$ cat config.mk
export PLATFORM = sky130hd
export DESIGN_NAME = fp16_norm_pack
export DESIGN_NICKNAME = d
export VERILOG_FILES = /design/src/rtl/fp16_pkg.sv /design/src/rtl/fp16_classify.sv /design/src/rtl/fp16_norm_pack.sv
export SDC_FILE = /design/constraint.sdc
export NUM_CORES = 1
export LEC_CHECK = 0
export ABC_AREA = 0
export ABC_CLOCK_PERIOD_IN_PS = 2800
export BUFFER_PORTS_ARGS = -buffer_cell sky130_fd_sc_hd__buf_4
export CORE_MARGIN = 5
export CORE_UTILIZATION = 45
export DETAILED_ROUTE_END_ITERATION = 6
export PLACE_DENSITY_LB_ADDON = 0.3
export SYNTH_ARGS = -nofsm -noshare
export SYNTH_HDL_FRONTEND = slang
export SYNTH_HIERARCHICAL = 1
export SYNTH_SLANG_ARGS = --single-unit
$ cat constraint.sdc
create_clock -name clk -period 2.8 [get_ports clk]
set_clock_uncertainty 0.1 [all_clocks]
set_input_delay 0.14 -clock clk [delete_from_list [all_inputs] [get_ports clk]]
set_output_delay 0.14 -clock clk [all_outputs]
set_load 0.05 [all_outputs]
$ cat src/rtl/fp16_pkg.sv
// Shared FP16 definitions for the adder/multiplier back-end stages.
// Holds the field widths, special encodings, the pack-stage state enum and
// a helper that assembles a binary16 word from its three fields.
package fp16_pkg;

  localparam int unsigned EXP_W = 5;
  localparam int unsigned MAN_W = 10;
  localparam int unsigned BIAS  = 15;

  localparam logic [EXP_W-1:0] EXP_MAX = 5'h1F;

  localparam logic [15:0] POS_ZERO = 16'h0000;
  localparam logic [15:0] POS_INF  = 16'h7C00;
  localparam logic [15:0] NEG_INF  = 16'hFC00;

  typedef enum logic [1:0] {
    StIdle,
    StNorm,
    StDone
  } state_e;

  function automatic logic [15:0] fp16_pack(input logic             sign,
                                            input logic [EXP_W-1:0] exp,
                                            input logic [MAN_W-1:0] frac);
    return {sign, exp, frac};
  endfunction

endpackage

$ cat src/rtl/fp16_classify.sv
// Combinational classifier for a (biased exponent, significand) pair.
// Exactly one of the outputs is high, or none when another left shift is
// still needed. Decisions are resolved in priority order inf > zero >
// normal > subnormal.
// Ports:
//   exp        biased exponent under evaluation
//   mant       significand, bit MAN_W is the hidden bit
//   is_inf     exponent saturated
//   is_zero    significand is zero
//   is_normal  hidden bit set with a non-zero exponent
//   is_sub     cannot normalise further (exponent at 0 or 1)
module fp16_classify #(
  parameter int unsigned EXP_W = fp16_pkg::EXP_W,
  parameter int unsigned MAN_W = fp16_pkg::MAN_W
) (
  input  logic [EXP_W-1:0] exp,
  input  logic [MAN_W:0]   mant,
  output logic             is_inf,
  output logic             is_zero,
  output logic             is_normal,
  output logic             is_sub
);

  localparam logic [EXP_W-1:0] ExpOne = EXP_W'(1);

  always_comb begin
    is_inf    = 1'b0;
    is_zero   = 1'b0;
    is_normal = 1'b0;
    is_sub    = 1'b0;
    if (exp == '1) begin
      is_inf = 1'b1;
    end else if (mant == '0) begin
      is_zero = 1'b1;
    end else if (mant[MAN_W] && (exp != '0)) begin
      is_normal = 1'b1;
    end else if (exp <= ExpOne) begin
      // Also catches exp==0 with the hidden bit set.
      is_sub = 1'b1;
    end
  end

endmodule

$ cat src/rtl/fp16_norm_pack.sv
// Sequential normalise-and-pack stage behind the FP16 adder.
// Left-normalises the significand one bit per cycle, classifies the result
// and presents a packed binary16 word over a valid/ready handshake.
// Ports:
//   clk, rst          clock, asynchronous active-high reset
//   in_valid/in_ready operand handshake (ready only while idle)
//   in_sign/exp/mant  adder result fields, mant includes the hidden bit
//   out_valid/ready   result handshake
//   out_result        packed {sign, exp, frac}
//   out_zero/inf/sub  result class flags
//   out_shift_cnt     number of left shifts applied
module fp16_norm_pack #(
  parameter int unsigned EXP_W           = fp16_pkg::EXP_W,
  parameter int unsigned MAN_W           = fp16_pkg::MAN_W,
  parameter bit          FLUSH_SUBNORMAL = 1'b0
) (
  input  logic             clk,
  input  logic             rst,
  input  logic             in_valid,
  output logic             in_ready,
  input  logic             in_sign,
  input  logic [EXP_W-1:0] in_exp,
  input  logic [MAN_W:0]   in_mant,
  output logic             out_valid,
  input  logic             out_ready,
  output logic [15:0]      out_result,
  output logic             out_zero,
  output logic             out_inf,
  output logic             out_sub,
  output logic [3:0]       out_shift_cnt
);

  import fp16_pkg::*;

  localparam logic [EXP_W-1:0] ExpOne = EXP_W'(1);

  state_e           state_q, state_d;
  logic             sign_q, sign_d;
  logic [EXP_W-1:0] exp_q, exp_d;
  logic [MAN_W:0]   mant_q, mant_d;
  logic [3:0]       cnt_q, cnt_d;
  logic [15:0]      result_q, result_d;
  logic             zero_q, zero_d;
  logic             inf_q, inf_d;
  logic             sub_q, sub_d;

  logic is_inf, is_zero, is_normal, is_sub;

  fp16_classify #(
    .EXP_W(EXP_W),
    .MAN_W(MAN_W)
  ) u_classify (
    .exp      (exp_q),
    .mant     (mant_q),
    .is_inf   (is_inf),
    .is_zero  (is_zero),
    .is_normal(is_normal),
    .is_sub   (is_sub)
  );

  always_comb begin
    state_d  = state_q;
    sign_d   = sign_q;
    exp_d    = exp_q;
    mant_d   = mant_q;
    cnt_d    = cnt_q;
    result_d = result_q;
    zero_d   = zero_q;
    inf_d    = inf_q;
    sub_d    = sub_q;
    unique case (state_q)
      StIdle: begin
        if (in_valid) begin
          sign_d  = in_sign;
          exp_d   = in_exp;
          mant_d  = in_mant;
          cnt_d   = '0;
          state_d = StNorm;
        end
      end
      StNorm: begin
        if (is_inf) begin
          result_d = sign_q ? NEG_INF : POS_INF;
          inf_d    = 1'b1;
          state_d  = StDone;
        end else if (is_zero) begin
          // Exact zero is always reported as +0.
          result_d = POS_ZERO;
          zero_d   = 1'b1;
          state_d  = StDone;
        end else if (is_normal) begin
          result_d = fp16_pack(sign_q, exp_q, mant_q[MAN_W-1:0]);
          state_d  = StDone;
        end else if (is_sub) begin
          if (FLUSH_SUBNORMAL) begin
            // Flushed subnormals keep their sign.
            result_d = fp16_pack(sign_q, '0, '0);
            zero_d   = 1'b1;
          end else begin
            result_d = fp16_pack(sign_q, '0, mant_q[MAN_W-1:0]);
            sub_d    = 1'b1;
          end
          state_d = StDone;
        end else begin
          // Classifier guarantees exp > 1 here, so no underflow.
          mant_d = {mant_q[MAN_W-1:0], 1'b0};
          exp_d  = exp_q - ExpOne;
          cnt_d  = cnt_q + 4'd1;
        end
      end
      StDone: begin
        if (out_ready) begin
          zero_d  = 1'b0;
          inf_d   = 1'b0;
          sub_d   = 1'b0;
          state_d = StIdle;
        end
      end
      default: state_d = StIdle;
    endcase
  end

  always_ff @(posedge clk or posedge rst) begin
    if (rst) begin
      state_q  <= StIdle;
      sign_q   <= 1'b0;
      exp_q    <= '0;
      mant_q   <= '0;
      cnt_q    <= '0;
      result_q <= '0;
      zero_q   <= 1'b0;
      inf_q    <= 1'b0;
      sub_q    <= 1'b0;
    end else begin
      state_q  <= state_d;
      sign_q   <= sign_d;
      exp_q    <= exp_d;
      mant_q   <= mant_d;
      cnt_q    <= cnt_d;
      result_q <= result_d;
      zero_q   <= zero_d;
      inf_q    <= inf_d;
      sub_q    <= sub_d;
    end
  end

  assign in_ready      = (state_q == StIdle);
  assign out_valid     = (state_q == StDone);
  assign out_result    = result_q;
  assign out_zero      = zero_q;
  assign out_inf       = inf_q;
  assign out_sub       = sub_q;
  assign out_shift_cnt = cnt_q;

endmodule
* Yosys cells after proc, flatten, opt, wreduce, memory -nomap -nowiden
Index checks and enable logic that the tools add are counted.
Storage, ports and cells: output and inout bits 25, bits of input ports 21, register bits after elaboration 42
Operators by class: equal/unequal tests 13, add/sub/neg operators 2, reductions and logical operators 14, multiplexer cells 51, $lt $le $gt $ge 1
Operators with widths (number):
- 16-bit 2-to-1 mux | 5
- 11-bit 2-to-1 mux | 5
- 5-bit 2-to-1 mux | 5
- 11-bit one-hot mux with 2 select lines | 1
- 4-bit 2-to-1 mux | 5
- 1-bit 2-to-1 mux | 18
- 2-bit != test, second input constant | 8
- 2-bit 2-to-1 mux | 6
- 6-bit AND reduction | 2
- 11-bit logical NOT | 1
- 5-bit one-hot mux with 2 select lines | 1
- 4-bit one-hot mux with 2 select lines | 1
- 1-bit one-hot mux with 2 select lines | 3
- 2-bit one-hot mux with 3 select lines | 1
- 3-bit AND reduction | 2
- 5-bit equality test, second input constant | 1
- 5-bit by 1-bit <= comparator with 1-bit output, second input constant | 1
- 5-bit != test, second input constant | 1
- 5-bit nonzero test | 1
- 5-bit by 1-bit subtractor with 5-bit output, second input constant | 1
- 4-bit by 1-bit adder with 4-bit output, second input constant | 1
- 2-bit AND reduction | 2
- 4-bit AND reduction | 1
- 2-bit nonzero test | 2
- 6 further kinds | 6

* Logic depth before layout (Yosys ltp)
Gate-level depths: netlist of run 1.
word-level depth 10, depth in mapped cells 9, mapped depth without buffers 7

* Hierarchy
Netlist of run 1, hierarchy kept.
By module, submodules not included:
- fp16_norm_pack | area an instance 2021.9 µm², cells each 178, seq. area each 1051.0 µm², instances 1
- fp16_classify | area an instance 75.1 µm², cells each 14, seq. area each 0.0 µm², instances 1

* Least setup slack after synthesis of run 1
Ideal clock, no wire load.
kind reg-to-reg, start point register exp_q[0], end point register mant_q[1], library setup time 0.128 ns, required time 2.572 ns, setup slack 0.330 ns, path buffers 2, stages on the path, launching flop included 10, arrival 2.242 ns, path through dfrtp_1 -> nand3_1 -> nor2_1 -> nor2_1 -> buf_6 -> nor4_4 -> a21oi_1 -> inv_2 -> buf_4 -> mux2_1
On the way: elaborated cells between the ends (all ways) 18, those cells by class order compare (1); eq/ne (5); mux (9); reduce/logical (3)
RTL lines:
- from (decl) | line fp16_norm_pack.sv:39 | logic [EXP_W-1:0] exp_q, exp_d;
- from (signal assigned) | line fp16_norm_pack.sv:137 | exp_q <= exp_d;
- 5-bit equality test | line fp16_classify.sv:31 | if (exp == '1) begin
- 1-bit 2-to-1 mux | line fp16_classify.sv:31
- named net is_inf | line fp16_norm_pack.sv:47 | logic is_inf, is_zero, is_normal, is_sub;
- 2-bit != test (no source line)
- 6-bit AND reduction (no source line)
- to (signal assigned) | line fp16_norm_pack.sv:138 | mant_q <= mant_d;
- to (decl) | line fp16_norm_pack.sv:40 | logic [MAN_W:0] mant_q, mant_d;
The timed path passes the listed nets, and every way through them passes these cells. A chain may end at the register's enable or synchronous reset.

* Worst setup path in the final report of run 1
start point register exp_q[2], end point register cnt_q[3] (netlist: out_shift_cnt[3])
On the way: longest elaborated chain between the ends 7, elaborated cells between the ends (all ways) 18, those cells by class order compare (1); eq/ne (5); mux (9); reduce/logical (3)
Ends and longest elaborated chain:
- 5-bit nonzero test | line fp16_classify.sv:35 | end else if (mant[MAN_W] && (exp != '0)) begin
- 1-bit logical AND | line fp16_classify.sv:35
- 1-bit 2-to-1 mux | line fp16_classify.sv:35
- 1-bit 2-to-1 mux | line fp16_classify.sv:33 | end else if (mant == '0) begin
- 1-bit 2-to-1 mux (*) | line fp16_classify.sv:31
- named net is_normal | line fp16_norm_pack.sv:47
- 2-bit != test (no source line) (*)
- 6-bit AND reduction (no source line) (*)
- to (signal assigned) | line fp16_norm_pack.sv:139 | cnt_q <= cnt_d;
- to (decl) | line fp16_norm_pack.sv:41 | logic [3:0] cnt_q, cnt_d;
The timed path passes the listed nets; every way through them passes the cells marked *.

==> summary.txt, run 1 <==
Status
  • Run status: finished clean

Synth
  • Post-synthesis register bit count: 42
  • Synth top area share: 50.1%
  • Synth area leader: dfrtp_1
  • Synthesized instance count: 192
  • Async S/R FF share, synth: 100%
  • Synth top area cells: dfrtp_1 50%, mux2_2 7.5%, a22o_1 4.2%, mux2_1 3.2%, o21ai_0 2.9%
  • Most instantiated cells after synthesis: 42 x dfrtp_1, 14 x mux2_2, 12 x nand2_1, 12 x o21ai_0, 11 x a21oi_1
  • Top_reg_cell synth: dfrtp_1
  • Netlist cell types: 44
  • EDFF count, synth: 0
  • Mapped cell area: 2100 sq um
  • Most common cell in the synthesized netlist: dfrtp_1
  • Seq/Total Area, Yosys: 50.1%
  • Synth Warn #: 6
  • Post-synth net total: 215
  • Avg Cell Area, Syn: 10.9 sq um

Timing
  • Setup tns final: 0 ns
  • Worst slew pin tran: 0.717 ns
  • Hold Slack: 0.0454 ns
  • Worst setup margin: 0.286 ns
  • Fin crit period: 2.51 ns
  • Max-slew headroom: 52.2%
  • RSZ-0062 raised after global routing: false
  • Final hold vios: 0
  • Final cycle utilization of the critical path: 89.8%
  • Max Fclk: 0.398 GHz
  • Setup Viol. Count Final: 0
  • Max-slew violations: 0

Critical path
  • CP Data Required Time: 2.92 ns
  • Crit-path max FO: 8
  • CP Class: reg -> reg
  • Startpoint Class: flop
  • Nature of the critical path endpoint: flop
  • Arrival time worst endpoint: 2.63 ns

Floorplanning
  • Row count: 24
  • Initial Util: 47.2%
  • Die area: 6130 sq um
  • Ports: 46
  • Die height: 78.3 um
  • Area of the core: 4440 sq um
  • Chip width: 78.3 um

Routing
  • Routed WL: 4.62 mm
  • Starting DRT DRC Count: 91
  • DRT Pass-1 Iters: 4
  • DR vias: 1,670
  • Vias per cell: 5.59
  • WL per Instance: 15.5 um
  • DR DRC count: 0
  • Antenna-violating nets left: 0

Placed design
  • Gpl congestion: 0.873
  • HPWL Detailed: 3.33 mm
  • Dpl ws: 0.205 ns
  • PortBufs: 45

Clocking
  • Clk slew on worst S/H paths: 0.08 ns
  • Clk Latency, worst-skew pair: 0.29 ns
  • Clock Tree Buf Depth: 2
  • H-tree levels: 2
  • Post-CTS Setup Bufs: 0
  • TritonCTS Buffers: 5
  • CTS tree: yes
  • Root buffer cell: clkbuf_8
  • CTS Sinks: 42

Global route
  • Initial antenna violation count: 0
  • First-pass GRT wire length: 8.20 mm
  • Largest net degree at the start of global routing: 43
  • Vias in the first global route: 1,679
  • GR Overflow Total: 0
  • GRT Util Overall: 16.7%

Layout
  • Nets: 269
  • Area grow syn2layout: 26.9%
  • Antenna cell count: 0
  • Share of layout cells above drive strength 1: 34.4%
  • Filler cells: 397

Hold path
  • Hold Crit Class: in -> reg

Pwr
  • LEAKAGE: 1.23 nW
  • Max rail drop VDD: 0.655 mV
  • PwrDens: 1320 nW/um^2

Run
  • Max-cap violations: 0
==> worst max-delay path, stage by stage (launching register included) <==
cell and delay, ns:
dfrtp_1 0.47, nor4_1 0.38, a21oi_1 0.24, or4_4 0.62, or4_1 0.49, a21oi_1 0.15
==> power by group <==
group	total [mW]	switching, mW	internal, mW	leakage (nW)
clock network	0.446	0.198	0.249	0.0575
logic	1.93	1.16	0.772	0.657
registers	1.15	0.266	0.883	0.519
total	3.52	1.62	1.90	1.23
==> cells in the final DEF (no fill, tap or decap), types with 2 or more instances in the layout <==
cell           Yosys  final
buf_4              1     55
dfrtp_1           42     42
mux2_2            14     14
nand2_1           12     12
o21ai_0           12     12
a21oi_1           11     11
a22o_1            10     10
inv_1              9      9
o21ai_1            8      8
clkbuf_8           0      8
mux2_1             6      6
nor3_1             5      5
nand2b_1           4      4
o211ai_1           4      4
nand3_1            4      4
dlygate4sd3_1      0      4
a211oi_1           3      3
nor3b_1            3      3
nor2_1             4      3
nor2b_1            2      2
nor4_4             2      2
and3_1             2      2
mux2i_1            2      2
ha_1               2      2
nor4_1             2      2
==> through the flow <==
step,total power [mW],utilization [%],area (sq um),std cells
floorplan,2.56,-,2100,192
global placement,3.08,56.4,2510,287
detailed placement,3.10,56.4,2510,287
CTS,3.55,59.8,2660,299
global route,3.78,59.9,2660,299
finish,3.52,59.9,2660,299
==> area by class of cell <==
cell class | count | area (sq um) | share of cell area, %
Sequential cell | 42 | 1050 | 39.5
Inverter | 10 | 37.5 | 1.41
Multi-Input combinational cell | 128 | 945 | 35.5
Timing Repair Buffer | 59 | 453 | 17.0
Tap cell | 52 | 65.1 | 2.44
Clock buffer | 8 | 110 | 4.14
==> cell families after synthesis <==
group,Yosys count,synth area share (%)
compound gates,56,17.2
simple gates,48,14.9
flops,42,50.1
buf+inv,22,4.95
mux,22,11.7
fa+ha+maj,2,1.19
==> registers in the layout (all words and copies together), names as in the netlist, 2 cells and up <==
| register | cells |
|---|---|
| out_result | 16 |
| state_q | 2 |
| exp_q | 5 |
| out_shift_cnt | 4 |
| mant_q | 11 |
==> final timing paths <==
| check | start | endpoint | slack [ns] | cells past startpoint |
|---|---|---|---|---|
| max in group asynchronous | rst | state_q[0]$_DFFE_PP0P_ | 1.82 | 4 |
| setup / recovery | exp_q[2]$_DFFE_PP0P_ | out_shift_cnt[3]$_DFFE_PP0P_ | 0.29 | 5 |
| hold / removal | in_exp[1] | exp_q[1]$_DFFE_PP0P_ | 0.05 | 3 |
| min in group asynchronous | rst | mant_q[4]$_DFFE_PP0P_ | 0.43 | 4 |
| setup reg to reg | exp_q[2]$_DFFE_PP0P_ | out_shift_cnt[3]$_DFFE_PP0P_ | 0.29 | 5 |
| hold reg to reg | sign_q$_DFFE_PP0P_ | sign_q$_DFFE_PP0P_ | 0.39 | 2 |
==> repair_timing <==
item | CTS | global route
endpoints found under the setup margin | 0 | 1
endpoints found under the hold margin | 45 | 0
hold buffers | 4 | 0
gates resized for setup | 0 | 1
==> metal layers <==
metal  vias up  wire (um)  global-route usage (%)
met5         -          0                       0
met4         0         66                    6.64
met3         7        260                    4.23
met2        45       2100                    25.8
met1       813       2190                    22.6
li1        805          -                       -
Power figures use the tool's default switching activity.
==> run 2, diff against run 1 <==
Settings changed: ABC_AREA 0 to 1, SLEW_MARGIN set to 25.
==> summary.txt, run 2 <==
Status
  • Run status: finished clean (unchanged)

Clocking
  • CTS Sinks: 42 (unchanged)
  • H-tree levels: 2 (unchanged)
  • CTS tree: yes (unchanged)
  • Root buffer cell: clkbuf_8 (unchanged)
  • Clk Latency, worst-skew pair: 0.29 ns (about the same)
  • Clk slew on worst S/H paths: 0.08 ns (about the same)
  • Clock Tree Buf Depth: 2 (unchanged)
  • CTS resizes: 0 (unchanged)
  • TritonCTS Buffers: 5 (unchanged)

Floorplanning
  • Die height: 77.6 um (was 78.3 um)
  • Initial Util: 46.9% (was 47.2%)
  • Area of the core: 4380 sq um (was 4440 sq um)
  • Ports: 46 (unchanged)
  • Die area: 6020 sq um (was 6130 sq um)
  • Chip width: 77.6 um (was 78.3 um)
  • Row count: 24 (unchanged)

Global route
  • GR Overflow Total: 0 (unchanged)
  • GRT Util Overall: 16.3% (was 16.7%)
  • Largest net degree at the start of global routing: 27 (was 43)
  • First-pass GRT wire length: 8.11 mm (was 8.20 mm)
  • Initial antenna violation count: 0 (unchanged)
  • Vias in the first global route: 1,794 (was 1,679)

Hold path
  • Number of stages on the worst hold path: 3 (unchanged)
  • Hold Crit Class: in -> reg (unchanged)

Critical path
  • Startpoint Class: flop (unchanged)
  • Nature of the critical path endpoint: flop (unchanged)
  • Number of cells on the worst reg-to-reg path: 9 (was 5)
  • Crit-path max FO: 21 (was 8)
  • CP Class: reg -> reg (unchanged)
  • CP Data Required Time: 2.85 ns (was 2.92 ns)
  • Arrival time worst endpoint: 2.40 ns (was 2.63 ns)

Placed design
  • HPWL Detailed: 3.29 mm (was 3.33 mm)
  • Gpl congestion: 0.856 (was 0.873)
  • Placed Area: 2430 sq um (was 2510 sq um)
  • PortBufs: 45 (unchanged)

Layout
  • Most frequent cells in the layout: 122 x nand2_1, 48 x buf_4, 42 x dfrtp_1 (was 55 x buf_4, 42 x dfrtp_1, 14 x mux2_2)
  • Area grow syn2layout: 24.6% (was 26.9%)
  • Final non-filler cell area: 2560 sq um (was 2660 sq um)
  • Sequential cell area: 1050 sq um (unchanged)
  • Area occupied by multi-input gates: 892 sq um (was 945 sq um)
  • Share of layout cells above drive strength 1: 20.9% (was 34.4%)
  • Filler cells: 407 (was 397)
  • Nets: 342 (was 269)
  • Antenna cell count: 0 (unchanged)
  • Largest register FFs: 16 (unchanged)
  • Most common cell after layout, fill and taps aside: nand2_1 (was buf_4)

Timing
  • Setup tns final: 0 ns (unchanged)
  • Fin crit period: 2.35 ns (was 2.51 ns)
  • Final hold vios: 0 (unchanged)
  • Max-slew violations: 0 (unchanged)
  • Setup Viol. Count Final: 0 (unchanged)
  • Max-slew headroom: 56.3% (was 52.2%)
  • Worst slew pin tran: 0.653 ns (was 0.717 ns)
  • RSZ-0062 raised after global routing: false (unchanged)
  • Final cycle utilization of the critical path: 83.9% (was 89.8%)
  • Max Fclk: 0.426 GHz (was 0.398 GHz)
  • Hold Slack: 0.0203 ns (was 0.0454 ns)

Synth
  • Post-synth net total: 292 (was 215)
  • Synth Warn #: 6 (unchanged)
  • Top_reg_cell synth: dfrtp_1 (unchanged)
  • Synth area leader: dfrtp_1 (unchanged)
  • Most instantiated cells after synthesis: 122 x nand2_1, 42 x dfrtp_1, 23 x o21ai_1 (was 42 x dfrtp_1, 14 x mux2_2, 12 x nand2_1, 12 x o21ai_0, 11 x a21oi_1)
  • Mapped cell area: 2050 sq um (was 2100 sq um)
  • Netlist cell types: 21 (was 44)
  • Seq/Total Area, Yosys: 51.2% (was 50.1%)
  • Most common cell in the synthesized netlist: nand2_1 (was dfrtp_1)
  • EDFF count, synth: 0 (unchanged)
  • Avg Cell Area, Syn: 7.64 sq um (was 10.9 sq um)
  • Synth top area cells: dfrtp_1 51%, nand2_1 22%, o21ai_1 5.6%, nand3_1 3.2%, inv_1 2.7% (was dfrtp_1 50%, mux2_2 7.5%, a22o_1 4.2%, mux2_1 3.2%, o21ai_0 2.9%)
  • Synth top area share: 51.2% (was 50.1%)
  • Synthesized instance count: 269 (was 192)
  • Async S/R FF share, synth: 100% (unchanged)
  • Post-synthesis register bit count: 42 (unchanged)

Routing
  • Routed WL: 4.66 mm (was 4.62 mm)
  • Antenna-violating nets left: 0 (unchanged)
  • WL per Instance: 12.5 um (was 15.5 um)
  • Vias per cell: 4.97 (was 5.59)
  • DRT Pass-1 Iters: 4 (unchanged)
  • Starting DRT DRC Count: 132 (was 91)
  • DR vias: 1,848 (was 1,670)
  • DR DRC count: 0 (unchanged)

Pwr
  • LEAKAGE: 1.36 nW (was 1.23 nW)
  • Max rail drop VDD: 0.928 mV (was 0.655 mV)
  • Pwr Total: 3.29 mW (was 3.52 mW)
  • PwrDens: 1290 nW/um^2 (was 1320 nW/um^2)

Run
  • Max-cap violations: 0 (unchanged)
-- run 2: path summary, 6_finish.rpt --
kind	from	endpoint	slack, ns
worst min-delay path	in_valid	mant_q[0]$_DFFE_PP0P_	0.02
min in group asynchronous	rst	out_result[1]$_DFFE_PP0P_	0.38
worst max register to register	exp_q[2]$_DFFE_PP0P_	out_shift_cnt[3]$_DFFE_PP0P_	0.45
worst max-delay path	exp_q[2]$_DFFE_PP0P_	out_shift_cnt[3]$_DFFE_PP0P_	0.45
max in group asynchronous	rst	mant_q[8]$_DFFE_PP0P_	1.44
worst min register to register	sign_q$_DFFE_PP0P_	sign_q$_DFFE_PP0P_	0.38
-- run 2: logic make-up after synthesis --
| group | after synthesis | share of synthesized area, % |
|---|---|---|
| xor gates and xnor gates | 1 | 0.426 |
| DFF | 42 | 51.2 |
| and+or+nand+nor | 164 | 32.9 |
| adders and majority gates | 2 | 1.22 |
| AOI/OAI and AO/OA | 35 | 8.83 |
| buffers and inverters | 25 | 5.42 |
-- run 2: cell type report --
cell class	instances	share of cell area [%]
inverter	16	2.35
clock inverter	1	0.196
sequential	42	41.1
multi-input combinational	202	34.8
clock buffer	7	3.37
tap	52	2.54
timing repair buffer	52	15.6
-- run 2: metrics by stage --
stage	std cells	setup slack, ns	util, %
floorplan	269	0.942	-
global route	372	0.193	58.4
global placement	360	0.633	55.4
finish	372	0.450	58.4
CTS	371	0.476	58.2
detailed placement	360	0.478	55.4
-- run 2: report_power, final --
group          internal (mW)  switching, mW
logic                  0.548           1.27
clock network          0.199          0.195
registers              0.863          0.217
-- run 2: critical path, stage by stage (launching register included) --
cell	delay [ns]
dfrtp_1	0.47
nand3_1	0.12
nor2_2	0.33
nor2_1	0.24
nor2_2	0.17
nand2_1	0.07
nand2_2	0.07
nand2_1	0.39
nand2_1	0.18
o21ai_1	0.08
-- run 2: layer usage --
layer | part of all wire, % | track usage, % | wire (um) | vias to the layer above
met5 | 0 | 0 | 0 | -
met4 | 0.86 | 3.61 | 40 | 0
met3 | 5.9 | 4.86 | 273 | 4
met2 | 46 | 25.5 | 2130 | 42
met1 | 48 | 22.4 | 2220 | 849
li1 | - | - | - | 953
-- run 2: timing repair --
item / in CTS / in global routing
setup buffers: 0 / 0
endpoints found under the hold margin: 17 / 1
hold buffers: 3 / 1
==> run 3, diff against run 2 <==
Settings changed: ABC_CLOCK_PERIOD_IN_PS 2800 to 1970.
Clock period 2.8 ns to 1.97 ns, I/O delays scaled along.
==> summary.txt, run 3 (synthesis results as in run 2) <==
Pwr
  • LEAKAGE: 1.40 nW (was 1.36 nW)
  • PwrDens: 1800 nW/um^2 (was 1290 nW/um^2)
  • Max rail drop VDD: 1.32 mV (was 0.928 mV)

Layout
  • Filler cells: 445 (was 407)
  • Antenna cell count: 0 (unchanged)
  • Sequential cell area: 1050 sq um (unchanged)
  • Most common cell after layout, fill and taps aside: nand2_1 (unchanged)
  • Area occupied by multi-input gates: 900 sq um (was 892 sq um)
  • Area grow syn2layout: 27.9% (was 24.6%)
  • Nets: 351 (was 342)
  • Most frequent cells in the layout: 122 x nand2_1, 54 x buf_4, 42 x dfrtp_1 (was 122 x nand2_1, 48 x buf_4, 42 x dfrtp_1)
  • Share of layout cells above drive strength 1: 22.0% (was 20.9%)
  • Non-filler cells, final: 380 (was 372)
  • Largest register FFs: 16 (unchanged)

Critical path
  • CP top delay family: simple AND/OR/NAND/NOR gates (unchanged)
  • Arrival time worst endpoint: 1.86 ns (was 2.40 ns)
  • CP Class: reg -> reg (unchanged)
  • Crit path to: out_shift_cnt[0]$_DFFE_PP0P_ (was out_shift_cnt[3]$_DFFE_PP0P_)
  • Number of cells on the worst reg-to-reg path: 11 (was 9)
  • Largest stage delay, worst path: 0.45 ns (was 0.47 ns)
  • Slowest-stage cell, CP: dfrtp_1 (unchanged)
  • Worst r2r dst: out_shift_cnt[0]$_DFFE_PP0P_ (was out_shift_cnt[3]$_DFFE_PP0P_)
  • Start point of the critical path: exp_q[3]$_DFFE_PP0P_ (was exp_q[2]$_DFFE_PP0P_)
  • Crit-path max FO: 10 (was 21)
  • R2r startpoint: exp_q[3]$_DFFE_PP0P_ (was exp_q[2]$_DFFE_PP0P_)
  • CP Data Required Time: 2.04 ns (was 2.85 ns)
  • Bufs and invs on worst path: 1 (was 0)
  • R2r setup slk: 0.18 ns (was 0.45 ns)
  • Nature of the critical path endpoint: flop (unchanged)
  • Cell Chain, Critical Path: nor2_1 -> nand2_1 -> o21ai_1 -> nor2_2 -> nor2_2 -> nand2_1 -> nand2_2 -> nand2_1 -> buf_4 -> nand2_1 -> o21ai_1 (was nand3_1 -> nor2_2 -> nor2_1 -> nor2_2 -> nand2_1 -> nand2_2 -> nand2_1 -> nand2_1 -> o21ai_1)
  • CP dominant cell by count: nand2_1 (unchanged)
  • Startpoint Class: flop (unchanged)
  • Crit path depth: 11 (was 9)

Clocking
  • CTS Sinks: 42 (unchanged)
  • Clk Latency, worst-skew pair: 0.29 ns (about the same)
  • CTS tree: yes (unchanged)
  • Root buffer cell: clkbuf_8 (unchanged)
  • H-tree levels: 2 (unchanged)
  • TritonCTS Buffers: 5 (unchanged)
  • Clock Tree Buf Depth: 2 (unchanged)
  • Clk slew on worst S/H paths: 0.08 ns (about the same)

Floorplanning
  • Initial Util: 46.9% (unchanged)
  • Ports: 46 (unchanged)
  • Chip width: 77.6 um (unchanged)
  • Row count: 24 (unchanged)
  • Area of the core: 4380 sq um (unchanged)
  • Die area: 6020 sq um (unchanged)
  • Die height: 77.6 um (unchanged)

Timing
  • Final cycle utilization of the critical path: 90.8% (was 83.9%)
  • Final hold vios: 0 (unchanged)
  • Worst slew pin tran: 0.532 ns (was 0.653 ns)
  • Setup Viol. Count Final: 0 (unchanged)
  • Worst setup margin: 0.181 ns (was 0.450 ns)
  • Max Fclk: 0.559 GHz (was 0.426 GHz)
  • Max-slew violations: 0 (unchanged)
  • Max-slew headroom: 64.6% (was 56.3%)
  • Setup tns final: 0 ns (unchanged)
  • RSZ-0062 raised after global routing: false (unchanged)
  • Fin crit period: 1.79 ns (was 2.35 ns)

Routing
  • WL per Instance: 12.4 um (was 12.5 um)
  • DR vias: 1,886 (was 1,848)
  • Antenna-violating nets left: 0 (unchanged)
  • DRT Pass-1 Iters: 4 (unchanged)
  • Vias per cell: 4.96 (was 4.97)
  • DR DRC count: 0 (unchanged)
  • Routed WL: 4.72 mm (was 4.66 mm)
  • Starting DRT DRC Count: 204 (was 132)

Placed design
  • Dpl ws: 0.0157 ns (was 0.478 ns)
  • PortBufs: 45 (unchanged)
  • Gpl congestion: 0.842 (was 0.856)
  • Dpl cells: 366 (was 360)
  • HPWL Detailed: 3.37 mm (was 3.29 mm)

Global route
  • First-pass GRT wire length: 8.29 mm (was 8.11 mm)
  • GRT Util Overall: 16.7% (was 16.3%)
  • Initial antenna violation count: 0 (unchanged)
  • Largest net degree at the start of global routing: 43 (was 27)
  • Vias in the first global route: 1,836 (was 1,794)
  • GR Overflow Total: 0 (unchanged)

Run
  • Max-cap violations: 0 (unchanged)

Hold path
  • Hold Crit Class: in -> reg (unchanged)
  • Worst Hold Launch: in_mant[2] (was in_valid)

Status
  • Run status: finished clean (unchanged)
==> run 3: worst min-delay path by stage <==
stage                                        to  slack, ns  cells past startpoint
after floorplan              sign_q$_DFFE_PP0P_       0.14                      2
after global placement     out_zero$_DFFE_PP0P_       0.17                      3
after detailed placement   out_zero$_DFFE_PP0P_       0.18                      3
after CTS                 mant_q[2]$_DFFE_PP0P_      0.001                      5
after global routing      mant_q[4]$_DFFE_PP0P_       0.01                      5
final                     mant_q[2]$_DFFE_PP0P_      0.009                      5
==> run 3: final cells by class <==
| type | instances | share of cell area (%) |
|---|---|---|
| clock buffer | 7 | 2.90 |
| inverter | 16 | 2.29 |
| multi-input combinational | 202 | 34.2 |
| sequential | 42 | 40.0 |
| tap | 52 | 2.48 |
| timing repair buffer | 61 | 18.1 |
==> run 3: power by group <==
part	switching, mW	total (mW)	internal [mW]
Combinational	1.83	2.70	0.871
Clock	0.275	0.519	0.244
Sequential	0.294	1.52	1.23
Total	2.39	4.74	2.34
==> run 3: per-stage QoR <==
| stage | area, sq um | power [mW] | hold WS [ns] | utilization [%] |
|---|---|---|---|---|
| global placement | 2470 | 4.16 | 0.171 | 56.4 |
| global route | 2630 | 5.14 | 0.0114 | 59.9 |
| floorplan | 2050 | 3.46 | 0.143 | - |
| detailed placement | 2470 | 4.22 | 0.179 | 56.4 |
| finish | 2630 | 4.74 | 0.00897 | 59.9 |
| CTS | 2620 | 4.77 | 0.00137 | 59.8 |
==> run 3: repair_timing <==
item                                   4_1_cts  5_1_grt
gates resized for setup                      1        2
hold buffers                                 7        0
buffers inserted                             0        0
endpoints found under the hold margin       46        0
setup endpoints to repair                    2       31
==> run 3: tightest hold or removal path, stage by stage <==
cell,delay [ns]
buf_4,0.07
nand2_1,0.04
nand2_1,0.05
nand2_1,0.05
nand2_1,0.05
==> run 3: per-layer routing <==
metal | share of wire (%) | up-vias | global-route usage [%]
met5 | 0 | - | 0
met4 | 1.0 | 0 | 3.61
met3 | 5.9 | 7 | 4.98
met2 | 47 | 49 | 26.8
met1 | 46 | 866 | 22.5
li1 | - | 964 | -
